**config.mk**
```make
export PLATFORM = sky130hd
export DESIGN_NAME = key_event_decoder_flat
export DESIGN_NICKNAME = d
export VERILOG_FILES = /design/src/rtl/key_event_decoder_pkg.sv /design/src/rtl/key_event_decoder_if.sv /design/src/rtl/key_event_decoder_ms_timer.sv /design/src/rtl/key_event_decoder.sv /design/src/flat_wrapper.sv
export SDC_FILE = /design/constraint.sdc
export NUM_CORES = 1
export LEC_CHECK = 0
export ABC_CLOCK_PERIOD_IN_PS = 4100
export CAP_MARGIN = 20
export CORE_MARGIN = 3
export CORE_UTILIZATION = 56
export CTS_CLUSTER_DIAMETER = 200
export DETAILED_ROUTE_END_ITERATION = 12
export PLACE_DENSITY = 0.78
export SLEW_MARGIN = 5
export SYNTH_ARGS = -nofsm -noshare
export SYNTH_HDL_FRONTEND = slang
export SYNTH_HIERARCHICAL = 1
export SYNTH_SLANG_ARGS = --single-unit
```
**constraint.sdc**
```tcl
create_clock -name CLK -period 4.1 [get_ports CLK]
set_clock_uncertainty 0.1 [all_clocks]
set_input_delay 0.615 -clock CLK [delete_from_list [all_inputs] [get_ports CLK]]
set_output_delay 0.615 -clock CLK [all_outputs]
set_load 0.01 [all_outputs]
```
**src/rtl/key_event_decoder_pkg.sv**
```systemverilog
// key_evt_pkg: shared states, event bundle and default timing for key_event_decoder
package key_evt_pkg;
  localparam int DEF_CLK_HZ = 24_000_000;
  localparam int DEF_LONG_MS = 1000;
  localparam int DEF_DBL_MS = 300;
  localparam int DEF_REPEAT_MS = 200;
  localparam int MS_W = 16;
  typedef enum logic [4:0] {
    IDLE     = 5'b00001,
    PRESSED  = 5'b00010,
    HELD     = 5'b00100,
    WAIT_DBL = 5'b01000,
    PRESSED2 = 5'b10000
  } state_t;
  typedef struct packed {
    logic short_p;
    logic long_p;
    logic rep;
    logic dbl;
  } evt_t;
endpackage

```
**src/rtl/key_event_decoder_if.sv**
```systemverilog
// key_event_decoder_if: debounced key input and classified event outputs
interface key_event_decoder_if;
  logic KEY_FLAG;
  logic KEY_STATE;
  logic SHORT_PRESS;
  logic LONG_PRESS;
  logic REPEAT;
  logic DOUBLE_CLICK;
  logic KEY_HELD;
  modport master(
    output KEY_FLAG, KEY_STATE,
    input  SHORT_PRESS, LONG_PRESS, REPEAT, DOUBLE_CLICK, KEY_HELD
  );
  modport slave(
    input  KEY_FLAG, KEY_STATE,
    output SHORT_PRESS, LONG_PRESS, REPEAT, DOUBLE_CLICK, KEY_HELD
  );
endinterface

```
**src/rtl/key_event_decoder_ms_timer.sv**
```systemverilog
// ms_timer: 1 ms prescaler driving a saturating millisecond counter
module ms_timer
  import key_evt_pkg::*;
#(
  parameter int CLK_HZ = DEF_CLK_HZ
) (
  input  logic            CLK,
  input  logic            nRST,
  input  logic            clr,
  output logic [MS_W-1:0] ms_cnt,
  output logic            ms_wrap
);
  localparam int P = CLK_HZ / 1000;
  localparam int PW = P > 1 ? $clog2(P) : 1;
  localparam logic [PW-1:0] P_TC = PW'(P - 1);
  logic [PW-1:0] pre;
  assign ms_wrap = pre == P_TC;
  always_ff @(posedge CLK or negedge nRST)
    if (!nRST) begin
      pre <= '0;
      ms_cnt <= '0;
    end else if (clr) begin
      pre <= '0;
      ms_cnt <= '0;
    end else begin
      pre <= ms_wrap ? '0 : pre + 1'b1;
      ms_cnt <= (ms_wrap && ms_cnt != '1) ? ms_cnt + 1'b1 : ms_cnt;
    end
endmodule

```
**src/rtl/key_event_decoder.sv**
```systemverilog
// key_event_decoder: classifies debounced key gestures into short/long/double/repeat pulses
module key_event_decoder
  import key_evt_pkg::*;
#(
  parameter int CLK_HZ = DEF_CLK_HZ,
  parameter int LONG_MS = DEF_LONG_MS,
  parameter int DBL_MS = DEF_DBL_MS,
  parameter int REPEAT_MS = DEF_REPEAT_MS
) (
  input logic CLK,
  input logic nRST,
  key_event_decoder_if.slave bus
);
  // expiry is taken on the wrap that brings ms_cnt up to the threshold
  localparam logic [MS_W-1:0] LONG_T = MS_W'(LONG_MS - 1);
  localparam logic [MS_W-1:0] DBL_T = MS_W'(DBL_MS - 1);
  localparam logic [MS_W-1:0] REP_T = MS_W'(REPEAT_MS - 1);
  state_t st, nxt;
  evt_t e, evt_q, out_q;
  logic held_q, rep_clr, clr, ms_wrap, press, rel, long_exp, dbl_exp, rep_exp;
  logic [MS_W-1:0] ms_cnt;
  assign press = bus.KEY_FLAG & ~bus.KEY_STATE;
  assign rel = bus.KEY_FLAG & bus.KEY_STATE;
  assign long_exp = ms_wrap && ms_cnt == LONG_T;
  assign dbl_exp = ms_wrap && ms_cnt == DBL_T;
  assign rep_exp = ms_wrap && ms_cnt == REP_T;
  assign clr = (nxt != st) || rep_clr;
  ms_timer #(.CLK_HZ(CLK_HZ)) u_timer (
    .CLK(CLK), .nRST(nRST), .clr(clr), .ms_cnt(ms_cnt), .ms_wrap(ms_wrap)
  );
  // key events are tested before timer expiries so a flag always wins
  always_comb begin
    nxt = st;
    e = '0;
    rep_clr = 1'b0;
    case (st)
      IDLE: nxt = press ? PRESSED : IDLE;
      PRESSED:
        if (rel) nxt = WAIT_DBL;
        else if (long_exp) begin
          nxt = HELD;
          e.long_p = 1'b1;
        end
      HELD:
        if (rel) nxt = IDLE;
        else if (rep_exp) begin
          e.rep = 1'b1;
          rep_clr = 1'b1;
        end
      WAIT_DBL:
        if (press) nxt = PRESSED2;
        else if (dbl_exp) begin
          nxt = IDLE;
          e.short_p = 1'b1;
        end
      PRESSED2:
        if (rel) begin
          nxt = IDLE;
          e.dbl = 1'b1;
        end else if (long_exp) begin
          nxt = HELD;
          e.long_p = 1'b1;
        end
      default: nxt = IDLE;
    endcase
  end
  always_ff @(posedge CLK or negedge nRST)
    if (!nRST) begin
      st <= IDLE;
      evt_q <= '0;
      out_q <= '0;
      held_q <= 1'b0;
    end else begin
      st <= nxt;
      evt_q <= e;
      out_q <= evt_q;
      held_q <= nxt inside {PRESSED, PRESSED2, HELD};
    end
  assign bus.SHORT_PRESS = out_q.short_p;
  assign bus.LONG_PRESS = out_q.long_p;
  assign bus.REPEAT = out_q.rep;
  assign bus.DOUBLE_CLICK = out_q.dbl;
  assign bus.KEY_HELD = held_q;
endmodule

```
**src/flat_wrapper.sv**
```systemverilog
// flat-port wrapper written by rule: the top's interface ports become plain ports
module key_event_decoder_flat import key_evt_pkg::*;
#(
  parameter int CLK_HZ = DEF_CLK_HZ,
  parameter int LONG_MS = DEF_LONG_MS,
  parameter int DBL_MS = DEF_DBL_MS,
  parameter int REPEAT_MS = DEF_REPEAT_MS
)
  (CLK, nRST, bus_KEY_FLAG, bus_KEY_STATE, bus_SHORT_PRESS, bus_LONG_PRESS, bus_REPEAT, bus_DOUBLE_CLICK, bus_KEY_HELD);
  key_event_decoder_if bus_i ();
  input logic CLK;
  input logic nRST;
  input wire logic [$bits(bus_i.KEY_FLAG)-1:0] bus_KEY_FLAG;
  input wire logic [$bits(bus_i.KEY_STATE)-1:0] bus_KEY_STATE;
  output wire logic [$bits(bus_i.SHORT_PRESS)-1:0] bus_SHORT_PRESS;
  output wire logic [$bits(bus_i.LONG_PRESS)-1:0] bus_LONG_PRESS;
  output wire logic [$bits(bus_i.REPEAT)-1:0] bus_REPEAT;
  output wire logic [$bits(bus_i.DOUBLE_CLICK)-1:0] bus_DOUBLE_CLICK;
  output wire logic [$bits(bus_i.KEY_HELD)-1:0] bus_KEY_HELD;
  assign bus_i.KEY_FLAG = bus_KEY_FLAG;
  assign bus_i.KEY_STATE = bus_KEY_STATE;
  assign bus_SHORT_PRESS = bus_i.SHORT_PRESS;
  assign bus_LONG_PRESS = bus_i.LONG_PRESS;
  assign bus_REPEAT = bus_i.REPEAT;
  assign bus_DOUBLE_CLICK = bus_i.DOUBLE_CLICK;
  assign bus_KEY_HELD = bus_i.KEY_HELD;
  key_event_decoder #(.CLK_HZ(CLK_HZ), .LONG_MS(LONG_MS), .DBL_MS(DBL_MS), .REPEAT_MS(REPEAT_MS)) u_core (.CLK(CLK), .nRST(nRST), .bus(bus_i));
endmodule
```
==> flow_summary.toml, run 1 <==
[sta]
totalNegativeSetupSlack_ns = 0
maxSlewViolCount = 0
setup_viol = 0
timing_worst_slew_pin_value_ns = 0.514
minimum_clock_period_ns = 3.66
fmaxAchievable_mhz = 273
rsz0062_at_grt = "false"
layout_setup_ws_ns = 0.441
fin_crit_sh = 0.892
max_slew_margin = 0.657
timing.final.hold_violations = 0

[clock_network]
htree_num_levels = 2
clock_tree.buffer_depth = 2
cts_resized = 0
cts_root_buffer = "sky130_fd_sc_hd__clkbuf_8"
clock_tree_from_tritoncts = "done"
clkLatencyLatePin_ns = 0.30
hold_buffers = 0
post_cts.repair.setup_buffers = 0
cts-buffers-inserted = 5
numClockSinks = 45
cts.reportedPaths.clkPinSlew_ns = 0.08

[grt]
grt_util_met1 = 0.333
global_route.usage.met2 = 0.349
pin_count_of_the_biggest_net_entering_global_routing = 46
grt_util_all_layers = 0.233
number_of_antenna_violations_at_the_first_check_in_global_routing = 0
grt-busiest-layer = "met2"
global_route.usage.met3 = 0.0488
grt_overflow_total = 0
first_global_vias = 2129
grt_pass1_wl_um = 10200

[yosys]
proportion_of_netlist_area_held_by_the_largest_area_contributor = 0.409
synth.yosys.warnings = 6
yosys-top-cells-area = "sky130_fd_sc_hd__dfrtp_1 41%, sky130_fd_sc_hd__nand3_1 4.7%, sky130_fd_sc_hd__nand2_1 2.9%"
yosys_register_bits = 45
dominantRegCellSynth = "sky130_fd_sc_hd__dfrtp_1"
synth.lib_cells_used.distinct = 52
ys_seq_area_frac = 0.419
synthArstFlopShare = 1.00
post-synth-top-area-cell = "sky130_fd_sc_hd__dfrtp_1"
most_instantiated_library_cell_after_synthesis = "sky130_fd_sc_hd__dfrtp_1"
postSynthAreaPerCell_um2 = 9.09
netlist_instances = 296
synth_edf_count = 0
total_nets_after_synthesis = 302
synth_area_um2 = 2690
yosys-top-cells-count = "44 x sky130_fd_sc_hd__dfrtp_1, 25 x sky130_fd_sc_hd__nand3_1, 21 x sky130_fd_sc_hd__nand2_1, 21 x sky130_fd_sc_hd__nor2_1, 12 x sky130_fd_sc_hd__a21oi_1"

[pwr]
power_density_nw_per_um2 = 455
total_design_power_mw = 1.33
p_switching_mw = 0.471
netSwitchingFraction = 0.355
cellInternalPower_mw = 0.858
clockPowerShare = 0.261
relative_contribution_of_combinational_cells_to_total_power = 0.331
share_seq_of_total_power = 0.409
power.static_leakage_nw = 1.27
max-vdd-ir-drop_v = 0.000259

[cells_and_area]
multi_input_comb_area_um2 = 1450
post-route-util = 0.649
num-nets-final = 306
finish.instance_area_um2 = 2920
area_delta_synth_final_pct = 8.65
nFillCells = 367
final_layout_size_suffix_gt1_frac = 0.0797
n_antenna_cell = 0
register_area_um2 = 1130

[floorplanning]
die_footprint_um2 = 5670
start_util = 0.597
floorplan.io_pins = 9
die_boundary_width_um = 75.3
core_region_area_um2 = 4500
std_cell_rows = 24
chipHeight_um = 75.3

[detailed_routing]
wire_per_inst_um = 17.4
detail_route.first_pass.iterations = 8
dr_total_vias = 2383
remaining_design_rule_violation_count = 0
detail_route.wirelength_um = 6130
per_cell_via_count_in_the_routed_design = 6.75
postRouteAntennaNets = 0
drt-initial-drc-count = 251

[worst_setup_path]
worst_ep_required_time_ns = 4.19
worst_setup_path_end_kind = "flop"
worstPathArrival_ns = 3.74
path_class = "flop to flop"
crit_fanout = 9
launching_element_type_of_the_critical_path = "flop"
timing.reg2reg.worst_path_depth = 12

[place]
hpwlAfterDp_um = 4130
buffer_ports.inserted = 8
place.gp.congestion = 0.913
place_worst_setup_slack_ns = 0.459
dpl-instance-area_um2 = 2780

[outcome]
status = "finished clean"

[min_path]
hold_class = "primary input to asynchronous set/reset pin"

[job]
cap_violations = 0
==> cells by family (layout without fill, tap and decap cells) <==
family,after synthesis,in the layout,share of synthesized area
adder cells (fa/ha/maj),2,2,0.00930
AO/OA/AOI/OAI,51,51,0.132
AND/OR/NAND/NOR,157,157,0.340
flip-flops,45,45,0.419
multiplexers,3,3,0.0121
buffers and inverters,24,29,0.0414
XOR/XNOR,14,14,0.0456
==> final cells by class <==
cell class                 instances  share of cell area
timing repair buffer              13              0.0454
clock buffer                       7              0.0295
multi-input combinational        227               0.497
sequential                        45               0.386
clock inverter                     1              0.0103
tap                               52              0.0223
inverter                           8              0.0103
==> through the flow <==
| stage | hold WS [ns] | std cells |
|---|---|---|
| finish | 0.181 | 353 |
| global route | 0.199 | 353 |
| CTS | 0.255 | 352 |
| detailed placement | 0.237 | 344 |
| global placement | 0.232 | 344 |
| floorplan | 0.219 | 296 |
==> power groups by stage <==
stage / registers (mW) / clock network, mW / logic (mW)
2_1_floorplan: 0.516 / 0 / 0.328
3_3_place_gp: 0.547 / 0 / 0.429
3_5_place_dp: 0.550 / 0 / 0.430
4_1_cts: 0.542 / 0.353 / 0.435
5_1_grt: 0.550 / 0.370 / 0.484
6_report: 0.543 / 0.346 / 0.439
==> routing by layer <==
| layer | share of wire | up-vias |
|---|---|---|
| li1 | - | 1111 |
| met1 | 0.45 | 1149 |
| met2 | 0.47 | 113 |
| met3 | 0.065 | 10 |
| met4 | 0.013 | 0 |
| met5 | 0 | - |
==> critical path: stages, from the launching register on <==
cell and delay, ns:
sky130_fd_sc_hd__dfrtp_1 0.40, sky130_fd_sc_hd__ha_1 0.22, sky130_fd_sc_hd__and4_1 0.22, sky130_fd_sc_hd__and4_1 0.17, sky130_fd_sc_hd__nor4b_2 0.32, sky130_fd_sc_hd__nand2_2 0.12
sky130_fd_sc_hd__or4_4 0.50, sky130_fd_sc_hd__o221a_1 0.31, sky130_fd_sc_hd__o2111ai_2 0.25, sky130_fd_sc_hd__nor2b_1 0.09, sky130_fd_sc_hd__and3_1 0.27, sky130_fd_sc_hd__a21boi_0 0.22
sky130_fd_sc_hd__mux2_2 0.35
==> state kept, by name (all words and copies together), names as in the netlist <==
register                 cells
u_core/bus.DOUBLE_CLICK      1
u_core/bus.KEY_HELD          1
u_core/bus.LONG_PRESS        1
u_core/bus.REPEAT            1
u_core/bus.SHORT_PRESS       1
u_core/evt_q                 4
u_core/st                    5
u_core/u_timer/ms_cnt       16
u_core/u_timer/pre          15
==> placed cells by master, fill, tap and decap left out, types with 3 or more instances in the layout <==
cell and instances:
sky130_fd_sc_hd__nor4_1 5, sky130_fd_sc_hd__and4_1 7, sky130_fd_sc_hd__a22oi_1 5, sky130_fd_sc_hd__or3_1 6
sky130_fd_sc_hd__a21oi_1 12, sky130_fd_sc_hd__and3_1 11, sky130_fd_sc_hd__nor2b_1 10, sky130_fd_sc_hd__nand2_1 21
sky130_fd_sc_hd__nand4_1 10, sky130_fd_sc_hd__xor2_1 8, sky130_fd_sc_hd__nand2b_1 3, sky130_fd_sc_hd__or4_1 5
sky130_fd_sc_hd__o21ai_0 11, sky130_fd_sc_hd__dfrtp_1 44, sky130_fd_sc_hd__inv_1 8, sky130_fd_sc_hd__clkbuf_8 6
sky130_fd_sc_hd__and2_1 6, sky130_fd_sc_hd__nor3_1 11, sky130_fd_sc_hd__clkdlybuf4s50_1 7, sky130_fd_sc_hd__and4b_1 3
sky130_fd_sc_hd__o211ai_1 9, sky130_fd_sc_hd__xnor2_1 6, sky130_fd_sc_hd__nor2_1 21, sky130_fd_sc_hd__buf_4 4
sky130_fd_sc_hd__nand3_1 25
==> final timing paths <==
kind	start	end	slack (ns)
max	u_core/u_timer/pre[0]$_DFF_PN0_	u_core/u_timer/ms_cnt[0]$_DFFE_PN0P_	0.44
min	nRST	u_core/u_timer/pre[7]$_DFF_PN0_	0.18
max reg2reg	u_core/u_timer/pre[0]$_DFF_PN0_	u_core/u_timer/ms_cnt[0]$_DFFE_PN0P_	0.44
min reg2reg	u_core/evt_q[3]$_DFF_PN0_	u_core/bus.SHORT_PRESS$_DFF_PN0_	0.25
max in group asynchronous	nRST	u_core/st[0]$_DFF_PN1_	3.16
min in group CLK	u_core/evt_q[3]$_DFF_PN0_	u_core/bus.SHORT_PRESS$_DFF_PN0_	0.25
Power figures use the tool's default switching activity.
==> run 2, diff against run 1 <==
Settings changed: CORE_UTILIZATION 56 to 50, CTS_CLUSTER_DIAMETER 200 to default, PLACE_DENSITY 0.78 to 0.71, SYNTH_HIERARCHICAL 1 to default.
==> run 2 against run 1 <==
Clock power fell by 2%. Sequential cell count did not move. Via count fell by 24%. Die area rose by 2.8%. Highest routed layer unchanged. Largest cell class unchanged.
==> flow_summary.toml, run 2 <==
[sta]
rsz0062_at_grt = "false"
minimum_clock_period_ns = 2.88
maxSlewViolCount = 0
timing_worst_slew_pin_value_ns = 0.924
layout_setup_ws_ns = 1.22
max_slew_margin = 0.384
timing.final.hold_violations = 0
fin_crit_sh = 0.703
setup_viol = 0
fmaxAchievable_mhz = 347
totalNegativeSetupSlack_ns = 0

[floorplanning]
chipHeight_um = 76.4
std_cell_rows = 24
core_region_area_um2 = 4560
die_boundary_width_um = 76.4
start_util = 0.542
die_footprint_um2 = 5830
floorplan.io_pins = 9

[place]
hpwlAfterDp_um = 3150
place.gp.congestion = 0.883
buffer_ports.inserted = 8
dpl-instance-area_um2 = 2550
place_worst_setup_slack_ns = 1.11

[clock_network]
hold_buffers = 0
clkLatencyLatePin_ns = 0.30
cts-buffers-inserted = 5
cts_resized = 0
htree_num_levels = 2
post_cts.repair.setup_buffers = 0
cts_root_buffer = "sky130_fd_sc_hd__clkbuf_8"
numClockSinks = 45
clock_tree_from_tritoncts = "done"
cts.reportedPaths.clkPinSlew_ns = 0.09
clock_tree.buffer_depth = 2

[yosys]
total_nets_after_synthesis = 258
postSynthAreaPerCell_um2 = 9.82
post-synth-top-area-cell = "sky130_fd_sc_hd__dfrtp_1"
ys_seq_area_frac = 0.456
yosys_register_bits = 45
most_instantiated_library_cell_after_synthesis = "sky130_fd_sc_hd__dfrtp_1"
proportion_of_netlist_area_held_by_the_largest_area_contributor = 0.445
dominantRegCellSynth = "sky130_fd_sc_hd__dfrtp_1"
synth.yosys.warnings = 0
synth.lib_cells_used.distinct = 56
yosys-top-cells-count = "44 x sky130_fd_sc_hd__dfrtp_1, 30 x sky130_fd_sc_hd__nor2_1, 22 x sky130_fd_sc_hd__xor2_1"
synth_area_um2 = 2470
synthArstFlopShare = 1.00
yosys-top-cells-area = "sky130_fd_sc_hd__dfrtp_1 44%, sky130_fd_sc_hd__xor2_1 7.8%, sky130_fd_sc_hd__nor2_1 4.6%"
synth_edf_count = 0
netlist_instances = 252

[worst_setup_path]
worst_setup_path_end_kind = "flop"
worstPathArrival_ns = 2.93
crit_path_end = "u_core.u_timer.pre[5]$_DFF_PN0_"
setup.reg_to_reg.worst_slack_ns = 1.22
crit_fanout = 31
path_class = "flop to flop"
rr_startpoint = "u_core.u_timer.pre[6]$_DFF_PN0_"
timing.critical_path.from = "u_core.u_timer.pre[6]$_DFF_PN0_"
rr_endpoint = "u_core.u_timer.pre[5]$_DFF_PN0_"
worst_ep_required_time_ns = 4.15
timing.reg2reg.worst_path_depth = 7
launching_element_type_of_the_critical_path = "flop"

[cells_and_area]
finish.instance_area_um2 = 2670
nFillCells = 419
post-route-util = 0.585
layout.cells.most_common = "sky130_fd_sc_hd__dfrtp_1"
layout_top_registers = "u_core.u_timer.ms_cnt: 16 flops, u_core.u_timer.pre: 15 flops, u_core.st: 5 flops"
final_cell_mix = "44 x sky130_fd_sc_hd__dfrtp_1, 30 x sky130_fd_sc_hd__nor2_1, 22 x sky130_fd_sc_hd__xor2_1, 18 x sky130_fd_sc_hd__nand3_1, 15 x sky130_fd_sc_hd__nand4_1"
area_delta_synth_final_pct = 7.84
final_layout_size_suffix_gt1_frac = 0.0969
largest-register = "u_core.u_timer.ms_cnt"
n_antenna_cell = 0
largest_register_ffs = 16
num-nets-final = 263

[detailed_routing]
per_cell_via_count_in_the_routed_design = 5.62
postRouteAntennaNets = 0
drt-initial-drc-count = 195
detail_route.wirelength_um = 4500
remaining_design_rule_violation_count = 0
wire_per_inst_um = 13.9
detail_route.first_pass.iterations = 5
dr_total_vias = 1816

[pwr]
netSwitchingFraction = 0.249
cellInternalPower_mw = 0.669
p_switching_mw = 0.222
share_seq_of_total_power = 0.533
max-vdd-ir-drop_v = 0.000239
power_density_nw_per_um2 = 334
clockPowerShare = 0.381
relative_contribution_of_combinational_cells_to_total_power = 0.086
power.static_leakage_nw = 1.11

[grt]
number_of_antenna_violations_at_the_first_check_in_global_routing = 0
first_global_vias = 1668
pin_count_of_the_biggest_net_entering_global_routing = 46
grt_overflow_total = 0
grt_util_all_layers = 0.168
grt_pass1_wl_um = 8030

[outcome]
status = "finished clean"

[job]
cap_violations = 0

[min_path]
hold_class = "flop to flop"
## run 2: changes by cell type in the layout (fill, tap and decap cells not counted), sizes merged, moves of 4 or more
cell    delta
a22oi      -4
and4       -5
buf        -4
nor2       +9
a21oi      -9
nand2      -8
or4        -6
nand3      -7
xor2      +14
nor2b      -7
o211ai     -9
nand4      +4
## run 2: power by group through the flow
stage / Sequential [mW] / Combinational, mW / Clock, mW
3_5_place_dp: 0.484 / 0.0783 / 0
2_1_floorplan: 0.477 / 0.0583 / 0
6_report: 0.475 / 0.0766 / 0.340
4_1_cts: 0.475 / 0.0782 / 0.344
5_1_grt: 0.479 / 0.0890 / 0.367
3_3_place_gp: 0.484 / 0.0763 / 0
## run 2: worst max-delay path: stages, from the launching register on
cell and delay, ns:
sky130_fd_sc_hd__dfrtp_1 0.45, sky130_fd_sc_hd__or4b_4 0.58, sky130_fd_sc_hd__or4_4 0.60, sky130_fd_sc_hd__o31ai_2 0.32, sky130_fd_sc_hd__a22oi_1 0.15, sky130_fd_sc_hd__nand4_1 0.11
sky130_fd_sc_hd__buf_4 0.31, sky130_fd_sc_hd__nor3_1 0.10
## run 2: final cells by class
type,count,area [µm²],area share
Tap cell,65,81.3,0.0305
Multi-Input combinational cell,191,1240,0.466
Sequential cell,45,1130,0.422
Clock inverter,3,46.3,0.0173
Timing Repair Buffer,9,82.6,0.0309
Clock buffer,5,68.8,0.0258
Inverter,5,18.8,0.00703
## run 2: kinds of logic after synthesis
group / count (synthesis) / share of synthesized area
compound gates: 28 / 0.0905
mux: 1 / 0.00404
fa+ha+maj: 2 / 0.0101
buf+inv: 16 / 0.0420
simple gates: 132 / 0.299
xor+xnor: 28 / 0.0991
flops: 45 / 0.456
## run 2: per-layer routing
layer,vias to the layer above,share of wire,GRT usage
li1,924,-,-
met4,0,0.0096,0.0489
met3,4,0.034,0.0319
met1,853,0.50,0.249
met2,35,0.46,0.248
met5,-,0,0
## run 2: worst min path at each step
stage | start | end | slack (ns) | cells after the start
after floorplan | nRST | u_core.bus.DOUBLE_CLICK$_DFF_PN0_ | 0.22 | 0
after global placement | u_core.evt_q[3]$_DFF_PN0_ | u_core.bus.SHORT_PRESS$_DFF_PN0_ | 0.23 | 0
after detailed placement | u_core.evt_q[3]$_DFF_PN0_ | u_core.bus.SHORT_PRESS$_DFF_PN0_ | 0.24 | 0
after CTS | u_core.evt_q[3]$_DFF_PN0_ | u_core.bus.SHORT_PRESS$_DFF_PN0_ | 0.26 | 0
after global routing | u_core.evt_q[1]$_DFF_PN0_ | u_core.bus.REPEAT$_DFF_PN0_ | 0.26 | 0
final | u_core.evt_q[3]$_DFF_PN0_ | u_core.bus.SHORT_PRESS$_DFF_PN0_ | 0.26 | 0
## run 2: stage by stage
step | instances | hold slack, ns | power (mW)
floorplan | 252 | 0.219 | 0.535
global placement | 315 | 0.232 | 0.560
detailed placement | 315 | 0.239 | 0.562
CTS | 323 | 0.259 | 0.897
global route | 323 | 0.265 | 0.935
finish | 323 | 0.257 | 0.891
==> run 3, diff against run 2 <==
Settings changed: ABC_CLOCK_PERIOD_IN_PS 4100 to 2500, PLACE_DENSITY 0.71 to 0.74.
Clock period 4.1 ns to 2.5 ns, I/O delays scaled along.
==> run 3 against run 2 <==
Sequential power is 64% higher. Clock power is 29% higher. Core utilization rose by 6.6 points. Wire length is 17% higher. Count of clock-buffer cells in the layout is the same. Power grew 55%. Worst setup slack got worse by 1.2 ns. Combinational power rose by 110%. Largest cell class unchanged. Cell count up 11%. Via count grew 12%.
==> flow_summary.toml, run 3 (synthesis gave the netlist of run 2 again) <==
[outcome]
status = "finished clean"

[sta]
minimum_clock_period_ns = 2.49
max_slew_margin = 0.643
setup_viol = 0
rsz0062_at_grt = "true"
fin_crit_sh = 0.995
timing.final.hold_violations = 0
timing_worst_slew_pin_value_ns = 0.535
fmaxAchievable_mhz = 402
totalNegativeSetupSlack_ns = 0
maxSlewViolCount = 0

[clock_network]
clock_tree_from_tritoncts = "done"
cts-buffers-inserted = 5
cts_root_buffer = "sky130_fd_sc_hd__clkbuf_8"
clkLatencyLatePin_ns = 0.30
clock_tree.buffer_depth = 2
numClockSinks = 45
cts.reportedPaths.clkPinSlew_ns = 0.08
htree_num_levels = 2

[grt]
first_global_vias = 1894
grt_overflow_total = 0
grt_pass1_wl_um = 8960
grt_util_all_layers = 0.187
pin_count_of_the_biggest_net_entering_global_routing = 32
number_of_antenna_violations_at_the_first_check_in_global_routing = 0

[detailed_routing]
dr_total_vias = 2036
drt-initial-drc-count = 279
detail_route.first_pass.iterations = 4
postRouteAntennaNets = 0
per_cell_via_count_in_the_routed_design = 5.69
wire_per_inst_um = 14.7
remaining_design_rule_violation_count = 0
detail_route.wirelength_um = 5270

[worst_setup_path]
max_stage_delay_ns = 0.55
path_class = "flop to flop"
crit_fanout = 8
worst_ep_required_time_ns = 2.59
worst_setup_path_end_kind = "flop"
worstPathArrival_ns = 2.58
launching_element_type_of_the_critical_path = "flop"
crit_path_frequent_cell = "sky130_fd_sc_hd__buf_6"
crit_path_top_delay_cell = "sky130_fd_sc_hd__or4b_4"
cp_cell_instances = "or4b_4 -> or4_4 -> buf_6 -> a41oi_4 -> buf_6 -> nand4_1 -> xor2_1 -> nor2_1"

[cells_and_area]
final_layout_size_suffix_gt1_frac = 0.215
layout_top_registers = "u_core.u_timer.ms_cnt: 16 flops, u_core.u_timer.pre: 15 flops, u_core.st: 5 flops"
n_antenna_cell = 0
largest-register = "u_core.u_timer.ms_cnt"
layout.cells.most_common = "sky130_fd_sc_hd__dfrtp_1"
nFillCells = 370
largest_register_ffs = 16
final_cell_mix = "43 x sky130_fd_sc_hd__dfrtp_1, 31 x sky130_fd_sc_hd__buf_4, 30 x sky130_fd_sc_hd__nor2_1, 22 x sky130_fd_sc_hd__xor2_1, 18 x sky130_fd_sc_hd__nand3_1"
register_area_um2 = 1130
num-nets-final = 298
multi_input_comb_area_um2 = 1280
area_delta_synth_final_pct = 20.0
post-route-util = 0.650

[floorplanning]
die_boundary_width_um = 76.4
die_footprint_um2 = 5830
chipHeight_um = 76.4
core_region_area_um2 = 4560
floorplan.io_pins = 9
std_cell_rows = 24
start_util = 0.542

[place]
buffer_ports.inserted = 8
place.gp.congestion = 0.863
hpwlAfterDp_um = 3740

[pwr]
max-vdd-ir-drop_v = 0.000353
power.static_leakage_nw = 1.30
power_density_nw_per_um2 = 464

[min_path]
hold_class = "flop to flop"

[job]
cap_violations = 0
run 3: final cells by class:
class                   count  share of cell area
clock buffers               5              0.0232
well taps                  65              0.0274
inverters                   5             0.00632
repair buffers             44               0.125
flip-flops and latches     45               0.380
multi-input cells         191               0.432
clock inverters             3             0.00590
run 3: routing by layer:
layer / GRT usage / share of wire
met1: 0.273 / 0.48
met2: 0.283 / 0.46
met3: 0.0390 / 0.046
met4: 0.0507 / 0.011
met5: 0 / 0
run 3: worst paths after layout:
path | start | to | slack [ns] | depth (start not counted)
max | u_core.u_timer.pre[13]$_DFF_PN0_ | u_core.u_timer.ms_cnt[5]$_DFFE_PN0P_ | 0.01 | 8
min | u_core.evt_q[3]$_DFF_PN0_ | u_core.bus.SHORT_PRESS$_DFF_PN0_ | 0.25 | 0
max reg2reg | u_core.u_timer.pre[13]$_DFF_PN0_ | u_core.u_timer.ms_cnt[5]$_DFFE_PN0P_ | 0.01 | 8
max in group asynchronous | nRST | u_core.st[0]$_DFF_PN1_ | 1.17 | 3
min reg2reg | u_core.evt_q[3]$_DFF_PN0_ | u_core.bus.SHORT_PRESS$_DFF_PN0_ | 0.25 | 0
min in group asynchronous | nRST | u_core.u_timer.pre[8]$_DFF_PN0_ | 0.48 | 2
run 3: stage by stage:
stage | std cells | power, mW | instance area [µm²] | worst slack, ns | hold WS (ns)
4_1_cts | 356 | 1.39 | 2930 | -0.0943 | 0.253
5_1_grt | 358 | 1.45 | 2970 | -0.120 | 0.257
6_report | 358 | 1.38 | 2970 | 0.0113 | 0.251
3_3_place_gp | 343 | 0.947 | 2790 | -0.0562 | 0.233
3_5_place_dp | 343 | 0.953 | 2790 | -0.0814 | 0.235
2_1_floorplan | 252 | 0.878 | 2490 | 0.00907 | -0.0206
run 3: worst max-delay path, delay by kind of cell, from the launching register on:
kind | cells | cell delay (ns)
simple gates | 4 | 1.22
xor+xnor | 1 | 0.18
buf+inv | 2 | 0.30
compound gates | 1 | 0.19
flops | 1 | 0.39
run 3: report_power, final:
group / internal (mW) / switching [mW] / total [mW]
Clock: 0.193 / 0.244 / 0.437
Combinational: 0.0725 / 0.0914 / 0.164
Sequential: 0.751 / 0.0265 / 0.778
run 3: repair_timing:
action                                  in CTS  in global routing
endpoints found under the setup margin      32                 34
buffers inserted                             4                  2
hold endpoints to repair                    23                  0
hold buffers                                 1                  0
pin swaps                                    3                  5
gates resized for setup                      5                  6
